## src/rtl/logic_unit_arbiter.sv

```systemverilog
`default_nettype none
// ============================================================================
// Module   : logic_unit_arbiter
// Purpose  : One registered 2-input bitwise logic unit shared by NREQ
//            requesters. A round-robin arbiter picks one requester per cycle.
//            The result goes to a single-entry output register with
//            valid/ready backpressure.
// Ports    : clk, rst (async, active-high)
//            req[NREQ]         level request per requester
//            op[3*NREQ]        opcode, requester i in [3i+2:3i]
//            a_in/b_in         operands, requester i in [WIDTH*i +: WIDTH]
//            ack[NREQ]         registered one-cycle grant acknowledge
//            res_valid/res_ready/res_data/res_id  result handshake
// Revision : 1.0  initial release
// ============================================================================
module logic_unit_arbiter #(
  parameter int NREQ  = 4,
  parameter int WIDTH = 8,
  parameter int IDW   = $clog2(NREQ)
) (
  input  logic                  clk,
  input  logic                  rst,
  input  logic [NREQ-1:0]       req,
  input  logic [3*NREQ-1:0]     op,
  input  logic [WIDTH*NREQ-1:0] a_in,
  input  logic [WIDTH*NREQ-1:0] b_in,
  output logic [NREQ-1:0]       ack,
  output logic                  res_valid,
  input  logic                  res_ready,
  output logic [WIDTH-1:0]      res_data,
  output logic [IDW-1:0]        res_id
);

  // One extra bit so ptr + offset can exceed NREQ-1 before the wrap.
  localparam int c_CW = IDW + 1;

  logic [NREQ-1:0]  r_ack;
  logic [IDW-1:0]   r_ptr;
  logic             r_res_valid;
  logic [WIDTH-1:0] r_res_data;
  logic [IDW-1:0]   r_res_id;

  logic [2:0]       w_op_arr [NREQ];
  logic [WIDTH-1:0] w_a_arr  [NREQ];
  logic [WIDTH-1:0] w_b_arr  [NREQ];

  logic             w_free;
  logic [NREQ-1:0]  w_elig;
  logic             w_found;
  logic [IDW-1:0]   w_gnt;
  logic [c_CW-1:0]  w_cand;
  logic [2:0]       w_sel_op;
  logic [WIDTH-1:0] w_sel_a;
  logic [WIDTH-1:0] w_sel_b;
  logic [WIDTH-1:0] w_result;

  for (genvar gi = 0; gi < NREQ; gi++) begin : g_unpack
    assign w_op_arr[gi] = op[3*gi +: 3];
    assign w_a_arr[gi]  = a_in[WIDTH*gi +: WIDTH];
    assign w_b_arr[gi]  = b_in[WIDTH*gi +: WIDTH];
  end

  assign w_free = !r_res_valid || res_ready;
  // A requester acked this cycle still has its old req visible; masking it
  // keeps a held request from being served twice.
  assign w_elig = req & ~r_ack;

  // Round-robin search: first eligible index at or after ptr, with wrap.
  always_comb begin
    w_found = 1'b0;
    w_gnt   = '0;
    w_cand  = '0;
    for (int k = 0; k < NREQ; k++) begin
      w_cand = {1'b0, r_ptr} + c_CW'(k);
      if (w_cand >= c_CW'(NREQ)) begin
        w_cand = w_cand - c_CW'(NREQ);
      end
      if (!w_found && w_elig[w_cand[IDW-1:0]]) begin
        w_found = 1'b1;
        w_gnt   = w_cand[IDW-1:0];
      end
    end
  end

  assign w_sel_op = w_op_arr[w_gnt];
  assign w_sel_a  = w_a_arr[w_gnt];
  assign w_sel_b  = w_b_arr[w_gnt];

  always_comb begin
    w_result = '0;
    case (w_sel_op)
      3'd0:    w_result = w_sel_a & w_sel_b;
      3'd1:    w_result = w_sel_a | w_sel_b;
      3'd2:    w_result = ~w_sel_a;
      3'd3:    w_result = ~(w_sel_a & w_sel_b);
      3'd4:    w_result = ~(w_sel_a | w_sel_b);
      3'd5:    w_result = w_sel_a ^ w_sel_b;
      3'd6:    w_result = ~(w_sel_a ^ w_sel_b);
      default: w_result = '0;   // opcode 7 reserved
    endcase
  end

  always_ff @(posedge clk or posedge rst) begin
    if (rst) begin
      r_ack       <= '0;
      r_ptr       <= '0;
      r_res_valid <= 1'b0;
      r_res_data  <= '0;
      r_res_id    <= '0;
    end else if (w_free && w_found) begin
      r_res_data  <= w_result;
      r_res_id    <= w_gnt;
      r_res_valid <= 1'b1;
      r_ack       <= {{(NREQ-1){1'b0}}, 1'b1} << w_gnt;
      r_ptr       <= (w_gnt == IDW'(NREQ-1)) ? '0 : w_gnt + 1'b1;
    end else begin
      r_ack <= '0;
      if (res_ready && r_res_valid) begin
        r_res_valid <= 1'b0;
      end
    end
  end

  assign ack       = r_ack;
  assign res_valid = r_res_valid;
  assign res_data  = r_res_data;
  assign res_id    = r_res_id;

endmodule
`default_nettype wire

```

## config.mk

```make
export PLATFORM = sky130hd
export DESIGN_NAME = logic_unit_arbiter
export DESIGN_NICKNAME = d
export VERILOG_FILES = /design/src/rtl/logic_unit_arbiter.sv
export SDC_FILE = /design/constraint.sdc
export NUM_CORES = 1
export LEC_CHECK = 0
export ABC_CLOCK_PERIOD_IN_PS = 5360
export BUFFER_PORTS_ARGS = -buffer_cell sky130_fd_sc_hd__buf_2
export CAP_MARGIN = 15
export CORE_UTILIZATION = 53
export DETAILED_ROUTE_END_ITERATION = 16
export PLACE_DENSITY_LB_ADDON = 0.12
export SYNTH_ARGS = -nofsm -noshare
export SYNTH_HDL_FRONTEND = slang
export SYNTH_SLANG_ARGS = --single-unit
```

## constraint.sdc

```tcl
create_clock -name clk -period 5.36 [get_ports clk]
set_clock_uncertainty 0.1 [all_clocks]
set_input_delay 0.804 -clock clk [delete_from_list [all_inputs] [get_ports clk]]
set_output_delay 0.804 -clock clk [all_outputs]
set_load 0.01 [all_outputs]
```

Word-level counts from Yosys, hierarchy flattened. Cells that the tools add are included.

Divide/modulo/power cells: 0. Add/sub/neg operators: 8. Order comparisons: 9. Multiplexer cells: 34. Bitwise logic cells: 10. Multipliers: 0. Shift-type cells: 1. Equality and inequality tests: 7. Reductions and logical operators: 12.

Operators by type and width (count): $pmux 8 s7 (1); $bmux 8 s2 (2); $mux 8 (4); $not 8->8 (4); $mux 2 (9); $ge 3x3->1 const B (4); $lt 2x3->1 const B (4); $mux 1 (10); $eq 3x3->1 const B (3); $and 8x8->8 (1); $bmux 1 s2 (4); $or 8x8->8 (1); $sub 2x1->2 const B (4); $xor 8x8->8 (1); $add 2x2->3 const B (2); $bmux 3 s2 (1); $eq 3x2->1 const B (2); $mux 3 (2); $logic_and 1x1->1 (5); $and 4x4->4 (1); $logic_not 1->1 (4); $mux 4 (1); $not 4->4 (1); $shl 1x2->4 const A (1); 9 further kinds (9).

ROM bits: 0. Input bits: 83. Memories: 0. Bits in writable memories: 0. Register bits: 17. Logic and storage cells: 86. Latch bits: 0.

Depth between registers and ports, before layout. Gate-level depths: netlist (run 1).

Depth after elaboration: 21. Depth in mapped cells: 15. Gate-level depth less buffers: 13.

Worst setup path after synthesis (run 1). OpenSTA, ideal clock, no wires.

Kind: input -> register. Start: input port req[3]. End: register r_res_data[4], in the netlist res_data[4]. Setup slack: 1.814 ns. Stages: 15. Buffers on the path: 3. Data arrival time: 3.359 ns. Cell sequence: and2b_1 -> o21ai_0 -> a21oi_1 -> buf_4 -> buf_2 -> buf_2 -> mux2i_1 -> nand2_1 -> nand2_1 -> ha_1 -> inv_1 -> o311ai_0 -> o31a_1 -> nand4b_1 -> o211ai_1.

Cells in the longest elaborated chain, start to end: 20. Elaborated cells between the ends (all ways): 49. Classes of those cells: 6 x eq/ne; 26 x mux; 9 x bitwise; 8 x reduce/logical.

Ends and longest elaborated chain: start: declaration (line 23) `input logic [NREQ-1:0] req,`; $and 4x4->4 * (line 66) `assign w_elig = req & ~r_ack;`; $bmux 1 s2 (line 78) `if (!w_found && w_elig[w_cand[IDW-1:0]]) begin`; $mux 1 (implied by the code) (line 78); $mux 1 (line 78); $logic_not 1->1 (line 78); $logic_and 1x1->1 (line 78); $mux 1 (line 78); $logic_not 1->1 (line 78); [... 4 more ...]; $mux 2 * (line 78); named net w_gnt[1] (line 50) `logic [IDW-1:0] w_gnt;`; $not 2->3 (implied by the code) * (line 85, 86, 87); $bmux 8 s2, on equally long branches (line 86, 87); $mux 8, on equally long branches (2 in a row) (line 86, 87); $xor 8x8->8 (tied with other cells) (line 97, 98); $not 8->8, on equally long branches (line 98, 95, 96); $pmux 8 s7 * (line 91) `case (w_sel_op)`; end signal: assignment (line 111) `r_res_data <= w_result;`; end: declaration (line 40) `logic [WIDTH-1:0] r_res_data;`.

Mark *: on every way through the listed nets, which the timed path passes. The rest lies on a longest branch. The select of a mux whose other input is x is not followed. A chain may end at the register's enable or synchronous reset.

Worst setup path after layout (run 1).
Start: input port req[2]. End: register r_res_data[6], in the netlist res_data[6].

Cells in the longest elaborated chain, start to end: 20. Elaborated cells between the ends (all ways): 49. Classes of those cells: 6 x eq/ne; 26 x mux; 9 x bitwise; 8 x reduce/logical.

Ends and longest elaborated chain (line): $and 4x4->4 * (66); $bmux 1 s2 (78); $mux 1 (implied by the code) (78); $mux 1 (78); $logic_not 1->1 (78); $logic_and 1x1->1 (78); $mux 1 (78); $logic_not 1->1 (78); [... 3 more ...]; $logic_and 1x1->1 (78); $mux 2 (78); $not 2->3 (implied by the code) (85, 86, 87); $bmux 8 s2, on equally long branches (86, 87); $mux 8, on equally long branches (2 in a row) (86, 87); $xor 8x8->8 (tied with other cells) (97, 98); $not 8->8, on equally long branches (98, 95, 96); $pmux 8 s7 (91).

Mark *: on every way between the ends. The rest lies on a longest branch, timed or not. The select of a mux whose other input is x is not followed.

==> metrics.txt, run 1 <==
# TYPE chip_impl_metric gauge
chip_impl_info{name="run_status",value="finished clean"} 1
chip_impl_metric{name="cts_made_buffers",unit=""} 3
chip_impl_metric{name="synth.net_count",unit=""} 390
chip_impl_metric{name="worst_ir_drop_vdd",unit="mV"} 0.229
chip_impl_info{name="cp-start-kind",value="primary input"} 1
chip_impl_metric{name="slew_violations",unit=""} 0
chip_impl_metric{name="core",unit="µm²"} 4090
chip_impl_metric{name="first_pass_grt_wire_length",unit="µm"} 8940
chip_impl_metric{name="grt_pass1_vias",unit=""} 2056
chip_impl_info{name="worstHoldPathType",value="register to register"} 1
chip_impl_metric{name="final_critical_path_required_period",unit="ns"} 3.81
chip_impl_metric{name="floorplan.rows",unit=""} 23
chip_impl_metric{name="finish.utilization",unit=""} 0.690
chip_impl_metric{name="synth_seq_area_share",unit=""} 0.186
chip_impl_metric{name="place_worst_setup_slack",unit="ns"} 1.34
chip_impl_metric{name="setup.reg_to_reg.worst_slack",unit="ns"} 1.72
chip_impl_metric{name="warning_count_from_the_yosys_run",unit=""} 0
chip_impl_metric{name="routed-via-count",unit=""} 2364
chip_impl_metric{name="power.share.switching",unit=""} 0.509
chip_impl_metric{name="yosys_register_bits",unit=""} 17
chip_impl_metric{name="power-per-cell-area",unit="nW/µm²"} 535
chip_impl_metric{name="hold_ws",unit="ns"} 0.381
chip_impl_info{name="worstReg2RegStart",value="r_ptr[1]"} 1
chip_impl_metric{name="boundaryPins",unit=""} 98
chip_impl_info{name="worst_hold_startpoint",value="res_id[0]"} 1
chip_impl_metric{name="placedInstanceArea",unit="µm²"} 2780
chip_impl_metric{name="htreeDepth",unit=""} 1
chip_impl_metric{name="fp.dieArea",unit="µm²"} 4590
chip_impl_info{name="synth_largest_area_cell",value="dfrtp_1"} 1
chip_impl_metric{name="setup_slack",unit="ns"} 1.55
chip_impl_metric{name="internal_power",unit="mW"} 0.741
chip_impl_metric{name="hold_path_depth",unit=""} 2
chip_impl_metric{name="clkSlewWorstSetupHoldPaths",unit="ns"} 0.06
chip_impl_metric{name="share_seq_of_total_power",unit=""} 0.139
chip_impl_metric{name="finalPower",unit="mW"} 1.51
chip_impl_metric{name="placedCellCount",unit=""} 421
chip_impl_metric{name="drcViolationCount",unit=""} 0
chip_impl_info{name="synth_flop_cell",value="dfrtp_1"} 1
chip_impl_metric{name="die-height",unit="µm"} 67.7
chip_impl_metric{name="worst_slew_pin_slew",unit="ns"} 0.787
chip_impl_metric{name="route.detailed.vias_per_inst",unit=""} 5.56
chip_impl_metric{name="routabilityCongestion",unit=""} 0.847
chip_impl_metric{name="area.growth.synth_to_final",unit="%"} 23.2
chip_impl_metric{name="synth_area",unit="µm²"} 2290
chip_impl_metric{name="final_design_area_no_fill",unit="µm²"} 2820
chip_impl_metric{name="critical_path_required",unit="ns"} 5.39
chip_impl_info{name="ctsRootBufferMaster",value="clkbuf_8"} 1
chip_impl_info{name="r2r_end",value="res_data[6]"} 1
chip_impl_metric{name="hold_buf_cts",unit=""} 0
chip_impl_metric{name="setup_violations",unit=""} 0
chip_impl_metric{name="drive_gt1_frac",unit=""} 0.323
chip_impl_metric{name="synth_area_per_cell",unit="µm²"} 7.98
chip_impl_metric{name="setup-tns-final",unit="ns"} 0
chip_impl_metric{name="number_of_enable_flip_flop_cells_after_synthesis",unit=""} 0
chip_impl_metric{name="yosys.cell_types.count",unit=""} 50
chip_impl_metric{name="timing.final.crit_share",unit=""} 0.711
chip_impl_metric{name="nets",unit=""} 479
chip_impl_metric{name="max-clock-path-buffers",unit=""} 2
chip_impl_info{name="timing.critical_path.to_type",value="register"} 1
chip_impl_metric{name="worst-path-max-fanout",unit=""} 24
chip_impl_metric{name="p_sw",unit="mW"} 0.768
chip_impl_metric{name="finalWirelength",unit="µm"} 5400
chip_impl_metric{name="timing.max_slew.rel_slack",unit=""} 0.474
chip_impl_metric{name="antenna_found_initial",unit=""} 0
chip_impl_metric{name="postCtsResizedCells",unit=""} 0
chip_impl_info{name="worst-setup-path-type",value="primary input to register"} 1
chip_impl_info{name="worst_min_delay_path_endpoint",value="res_id[0]"} 1
chip_impl_metric{name="clkPwrFrac",unit=""} 0.062
chip_impl_metric{name="cp.arrival",unit="ns"} 3.84
chip_impl_metric{name="clock_sinks",unit=""} 17
chip_impl_metric{name="grt_max_degree",unit=""} 26
chip_impl_metric{name="dr.pass1.iters",unit=""} 4
chip_impl_metric{name="power.combinational.fraction",unit=""} 0.798
chip_impl_metric{name="numPortBuffers",unit=""} 97
chip_impl_metric{name="synth_largest_type_area_fraction",unit=""} 0.186
chip_impl_metric{name="cts_post_setup_buffers_inserted",unit=""} 0
chip_impl_metric{name="final_cell_count_no_fill",unit=""} 425
chip_impl_metric{name="antenna_violating_nets_post_route",unit=""} 0
chip_impl_metric{name="die_w",unit="µm"} 67.7
chip_impl_metric{name="overflow_left_after_global_routing",unit=""} 0
chip_impl_metric{name="source_to_sink_clock_delay_at_the_later_pin_of_the_worst_skew_pair",unit="ns"} 0.25
chip_impl_metric{name="asyncSetResetFlopFracSynth",unit=""} 1.00
chip_impl_metric{name="nFillCells",unit=""} 350
chip_impl_metric{name="reg2regPathDepth",unit=""} 10
chip_impl_metric{name="achievable-frequency",unit="MHz"} 262
chip_impl_metric{name="detail_route.wl_per_cell",unit="µm"} 12.7
chip_impl_metric{name="initial_utilization",unit=""} 0.560
chip_impl_metric{name="dpl.hpwl",unit="µm"} 4420
chip_impl_info{name="ys_top_cells_by_area",value="dfrtp_1 (19%), mux2i_1 (15%), ha_1 (11%), nand2_1 (7.4%), inv_1 (4.6%)"} 1
chip_impl_metric{name="syn_inst",unit=""} 287
chip_impl_info{name="cts_tree",value="yes"} 1
chip_impl_metric{name="leakage_power",unit="nW"} 1.51
chip_impl_metric{name="antenna_cells",unit=""} 0
chip_impl_info{name="rsz0062_at_grt",value="false"} 1
chip_impl_metric{name="hold_viol",unit=""} 0
chip_impl_metric{name="globalRouteTotalUtil",unit=""} 0.252
chip_impl_metric{name="initialDrtViolationCount",unit=""} 139
chip_impl_metric{name="max-cap-violations",unit=""} 0
[flip-flops by register name (all words and copies together), names as in the netlist]
register and flops:
r_ptr 2, res_valid 1, ack 4, res_data 8
res_id 2
[how the worst max path moves through the flow]
stage	startpoint	endpoint	slack (ns)
floorplan	req[3]	res_data[4]	1.81
global placement	req[2]	res_data[6]	1.47
detailed placement	req[2]	res_data[6]	1.34
CTS	req[2]	res_data[6]	1.60
global route	req[2]	res_data[6]	1.28
finish	req[2]	res_data[6]	1.55
[power groups by stage]
stage          Combinational (mW)  Sequential (mW)  Clock [mW]
6_report                     1.20            0.210      0.0943
2_1_floorplan               0.950            0.229           0
3_5_place_dp                 1.19            0.213           0
3_3_place_gp                 1.17            0.211           0
4_1_cts                      1.20            0.211      0.0963
5_1_grt                      1.35            0.218       0.103
[worst max-delay path: stages]
cell,delay (ns)
buf_2,0.10
nor2b_1,0.16
a31oi_1,0.26
and2_1,0.39
buf_4,0.29
inv_2,0.16
a211oi_1,0.31
or2_1,0.61
or3_1,0.37
o31ai_2,0.10
a211o_1,0.28
[kinds of logic after synthesis]
group	Yosys count	share of synthesized area
buffers and inverters	46	0.0929
adders and majority gates	20	0.109
AOI/OAI and AO/OA	79	0.244
and+or+nand+nor	81	0.166
DFF	17	0.186
muxes	44	0.202
[layer usage]
metal / wire [µm] / GRT usage
met1: 2520 / 0.336
met2: 2550 / 0.428
met3: 297 / 0.0169
met4: 36 / 0.0771
met5: 0 / 0
[cell usage in the layout, fill, tap and decap left out, types with 4 or more instances in the layout]
| cell type | synthesis | routed |
|---|---|---|
| ha_1 | 20 | 20 |
| mux2_2 | 8 | 8 |
| and2_1 | 5 | 5 |
| buf_4 | 3 | 4 |
| o21ai_0 | 6 | 6 |
| o31ai_2 | 5 | 5 |
| dfrtp_1 | 17 | 17 |
| buf_2 | 5 | 97 |
| inv_1 | 28 | 28 |
| a211oi_1 | 5 | 5 |
| o211ai_1 | 14 | 14 |
| a211o_1 | 5 | 5 |
| mux2i_1 | 35 | 35 |
| nand2_1 | 45 | 45 |
| nor2_1 | 9 | 9 |
| o22ai_1 | 5 | 5 |
| a21oi_1 | 20 | 19 |
[synthesized netlist by cell type, drive strengths merged (2+ instances only)]
| cell | count |
|---|---|
| a22o | 2 |
| a31oi | 3 |
| nand2 | 45 |
| nor2b | 3 |
| or2 | 2 |
| mux2i | 35 |
| nand3 | 2 |
| nor2 | 9 |
| o22ai | 5 |
| and2 | 5 |
| nor3 | 2 |
| mux2 | 8 |
| clkbuf | 6 |
| o31ai | 5 |
| dfrtp | 17 |
| o211ai | 14 |
| and3 | 2 |
| o311ai | 2 |
| o21ai | 8 |
| ha | 20 |
| a211oi | 5 |
| or3 | 2 |
| nand2b | 2 |
| inv | 29 |
| buf | 11 |
| a21oi | 20 |
| a211o | 5 |
[final cells by class]
cell class	instances	area [µm²]	share of cell area
flip-flops and latches	17	425	0.151
clock buffers	4	45.0	0.0160
repair buffers	101	515	0.183
well taps	50	62.6	0.0222
multi-input cells	224	1660	0.590
inverters	29	109	0.0386
(Power assumes the default switching activity.)
==> run 2: changes to the inputs <==
- ABC_CLOCK_PERIOD_IN_PS: 5360 -> 3400
- CORE_UTILIZATION: 53 -> 44
- clock period: 5.36 -> 3.4 ns (I/O delays scaled with it)
==> run 2 against run 1 <==
Compared with the run above:
- worst hold slack worse by 0.10 ns
- global-route usage down 1.4 points
- first-iteration DRC count down 7.9%
- core utilization down 8.8 points
- sequential share of layout area down 0.50 points
- worst setup slack worse by 1.2 ns
- final cell count up 6.4%
- critical path depth up 1
- flip-flop and latch count unchanged
- largest cell class unchanged
==> metrics.txt, run 2 (synthesis results as in run 1) <==
# TYPE chip_impl_metric gauge
chip_impl_metric{name="routabilityCongestion",unit=""} 0.874
chip_impl_metric{name="finish.utilization",unit=""} 0.602
chip_impl_metric{name="route.detailed.vias_per_inst",unit=""} 5.36
chip_impl_info{name="ctsRootBufferMaster",value="clkbuf_8"} 1
chip_impl_metric{name="power-per-cell-area",unit="nW/µm²"} 850
chip_impl_info{name="timing.critical_path.to_type",value="register"} 1
chip_impl_metric{name="area.growth.synth_to_final",unit="%"} 27.4
chip_impl_metric{name="initial_utilization",unit=""} 0.472
chip_impl_metric{name="worst-path-max-fanout",unit=""} 21
chip_impl_metric{name="max-cap-violations",unit=""} 0
chip_impl_metric{name="achievable-frequency",unit="MHz"} 325
chip_impl_metric{name="setup-tns-final",unit="ns"} 0
chip_impl_info{name="worst-setup-path-type",value="register to register"} 1
chip_impl_metric{name="grt_pass1_vias",unit=""} 2210
chip_impl_metric{name="clkSlewWorstSetupHoldPaths",unit="ns"} 0.08
chip_impl_metric{name="boundaryPins",unit=""} 98
chip_impl_metric{name="clock_sinks",unit=""} 17
chip_impl_metric{name="die_w",unit="µm"} 74.1
chip_impl_metric{name="first_pass_grt_wire_length",unit="µm"} 10000
chip_impl_metric{name="detail_route.wl_per_cell",unit="µm"} 14.2
chip_impl_metric{name="drcViolationCount",unit=""} 0
chip_impl_metric{name="globalRouteTotalUtil",unit=""} 0.238
chip_impl_metric{name="timing.final.crit_share",unit=""} 0.906
chip_impl_metric{name="max-clock-path-buffers",unit=""} 2
chip_impl_metric{name="hold_buf_cts",unit=""} 0
chip_impl_metric{name="final_critical_path_required_period",unit="ns"} 3.08
chip_impl_info{name="path_cells",value="and2b_1, o21ai_0, buf_4, a21oi_4, buf_4, mux2i_1, mux2_2, ha_1, nor3_1, a21oi_1, a221oi_1, o311ai_0"} 1
chip_impl_metric{name="fp.dieArea",unit="µm²"} 5500
chip_impl_metric{name="setup_violations",unit=""} 0
chip_impl_metric{name="finalWirelength",unit="µm"} 6420
chip_impl_info{name="layout_commonest_cell",value="buf_2"} 1
chip_impl_metric{name="timing.max_slew.rel_slack",unit=""} 0.484
chip_impl_metric{name="worst_slew_pin_slew",unit="ns"} 0.772
chip_impl_metric{name="slew_violations",unit=""} 0
chip_impl_metric{name="critical-path-max-stage-delay",unit="ns"} 0.39
chip_impl_info{name="rsz0062_at_grt",value="false"} 1
chip_impl_metric{name="numPortBuffers",unit=""} 97
chip_impl_metric{name="cts_made_buffers",unit=""} 3
chip_impl_metric{name="cts_post_setup_buffers_inserted",unit=""} 0
chip_impl_metric{name="postCtsResizedCells",unit=""} 0
chip_impl_metric{name="core",unit="µm²"} 4850
chip_impl_metric{name="largest_register_ff_count",unit=""} 8
chip_impl_metric{name="dpl.hpwl",unit="µm"} 5110
chip_impl_info{name="run_status",value="finished clean"} 1
chip_impl_metric{name="leakage_power",unit="nW"} 1.56
chip_impl_info{name="cts_tree",value="yes"} 1
chip_impl_info{name="worst_path_max_delay_cell",value="dfrtp_1"} 1
chip_impl_info{name="cell_mode_on_critical_path",value="buf_4"} 1
chip_impl_metric{name="reg2regPathDepth",unit=""} 12
chip_impl_metric{name="die-height",unit="µm"} 74.1
chip_impl_metric{name="antenna_violating_nets_post_route",unit=""} 0
chip_impl_metric{name="dr.pass1.iters",unit=""} 4
chip_impl_info{name="mostFrequentLayoutCells",value="buf_2 (97), nand2_1 (45), mux2i_1 (35)"} 1
chip_impl_metric{name="hold_viol",unit=""} 0
chip_impl_metric{name="nets",unit=""} 489
chip_impl_metric{name="antenna_cells",unit=""} 0
chip_impl_metric{name="floorplan.rows",unit=""} 25
chip_impl_metric{name="timing.critical_path.depth",unit=""} 12
chip_impl_metric{name="placedInstanceArea",unit="µm²"} 2870
chip_impl_metric{name="source_to_sink_clock_delay_at_the_later_pin_of_the_worst_skew_pair",unit="ns"} 0.26
chip_impl_metric{name="antenna_found_initial",unit=""} 0
chip_impl_info{name="worstHoldPathType",value="primary input to async pin"} 1
chip_impl_metric{name="htreeDepth",unit=""} 1
chip_impl_metric{name="final_design_area_no_fill",unit="µm²"} 2920
chip_impl_metric{name="worst-path-buf-inv",unit=""} 2
chip_impl_metric{name="overflow_left_after_global_routing",unit=""} 0
chip_impl_metric{name="grt_max_degree",unit=""} 23
chip_impl_metric{name="drive_gt1_frac",unit=""} 0.343
chip_impl_info{name="worst_path_dominant_cell_family",value="compound AO/OA/AOI/OAI gates"} 1
chip_impl_metric{name="critical_path_required",unit="ns"} 3.43
chip_impl_info{name="cp-start-kind",value="register"} 1
chip_impl_metric{name="initialDrtViolationCount",unit=""} 128
chip_impl_metric{name="routed-via-count",unit=""} 2422
chip_impl_metric{name="cp.arrival",unit="ns"} 3.11
chip_impl_metric{name="worst_ir_drop_vdd",unit="mV"} 0.403
## run 2: final cells by class
| cell class | instances | area, µm² |
|---|---|---|
| Fill cell | 457 | 1930 |
| Multi-Input combinational cell | 224 | 1660 |
| Timing Repair Buffer | 111 | 591 |
| Sequential cell | 17 | 425 |
| Inverter | 29 | 109 |
| Tap cell | 67 | 83.8 |
| Clock buffer | 3 | 41.3 |
| Clock inverter | 1 | 5.00 |
## run 2: power by group
part           switching [mW]  internal [mW]  leakage, nW
combinational            1.12          0.858         1.32
sequential             0.0509          0.283        0.213
clock                  0.0823         0.0816       0.0255
total                    1.26           1.22         1.56
## run 2: final timing paths
check | endpoint | start | slack (ns)
min in group clk | res_id[0] | res_id[0] | 0.38
hold reg to reg | res_id[0] | res_id[0] | 0.38
setup reg to reg | res_data[2] | ack[3] | 0.32
max in group asynchronous | res_data[1] | rst | 2.43
hold / removal | res_data[4] | rst | 0.28
setup / recovery | res_data[2] | ack[3] | 0.32
## run 2: layer usage
layer,vias up,wire [µm],share of wire,global-route usage
met1,1128,2910,0.45,0.301
li1,1225,-,-,-
met2,65,3170,0.49,0.437
met3,4,313,0.049,0.0312
met5,-,0,0,0
met4,0,31,0.0048,0.0363
## run 2: stage by stage
step / power [mW] / std cells / hold slack, ns / setup slack (ns)
after floorplan: 1.86 / 287 / 0.336 / 0.148
after global placement: 2.27 / 448 / 0.366 / 0.265
after detailed placement: 2.32 / 448 / 0.370 / 0.185
after CTS: 2.49 / 452 / 0.300 / 0.313
after global routing: 2.74 / 452 / 0.343 / 0.103
final: 2.48 / 452 / 0.278 / 0.319
## run 2: worst reg2reg max path, cell delays in order (launching register included)
cell and delay, ns:
dfrtp_1 0.39, and2b_1 0.28, o21ai_0 0.10, buf_4 0.17
a21oi_4 0.20, buf_4 0.35, mux2i_1 0.13, mux2_2 0.31
ha_1 0.31, nor3_1 0.18, a21oi_1 0.06, a221oi_1 0.23
o311ai_0 0.14
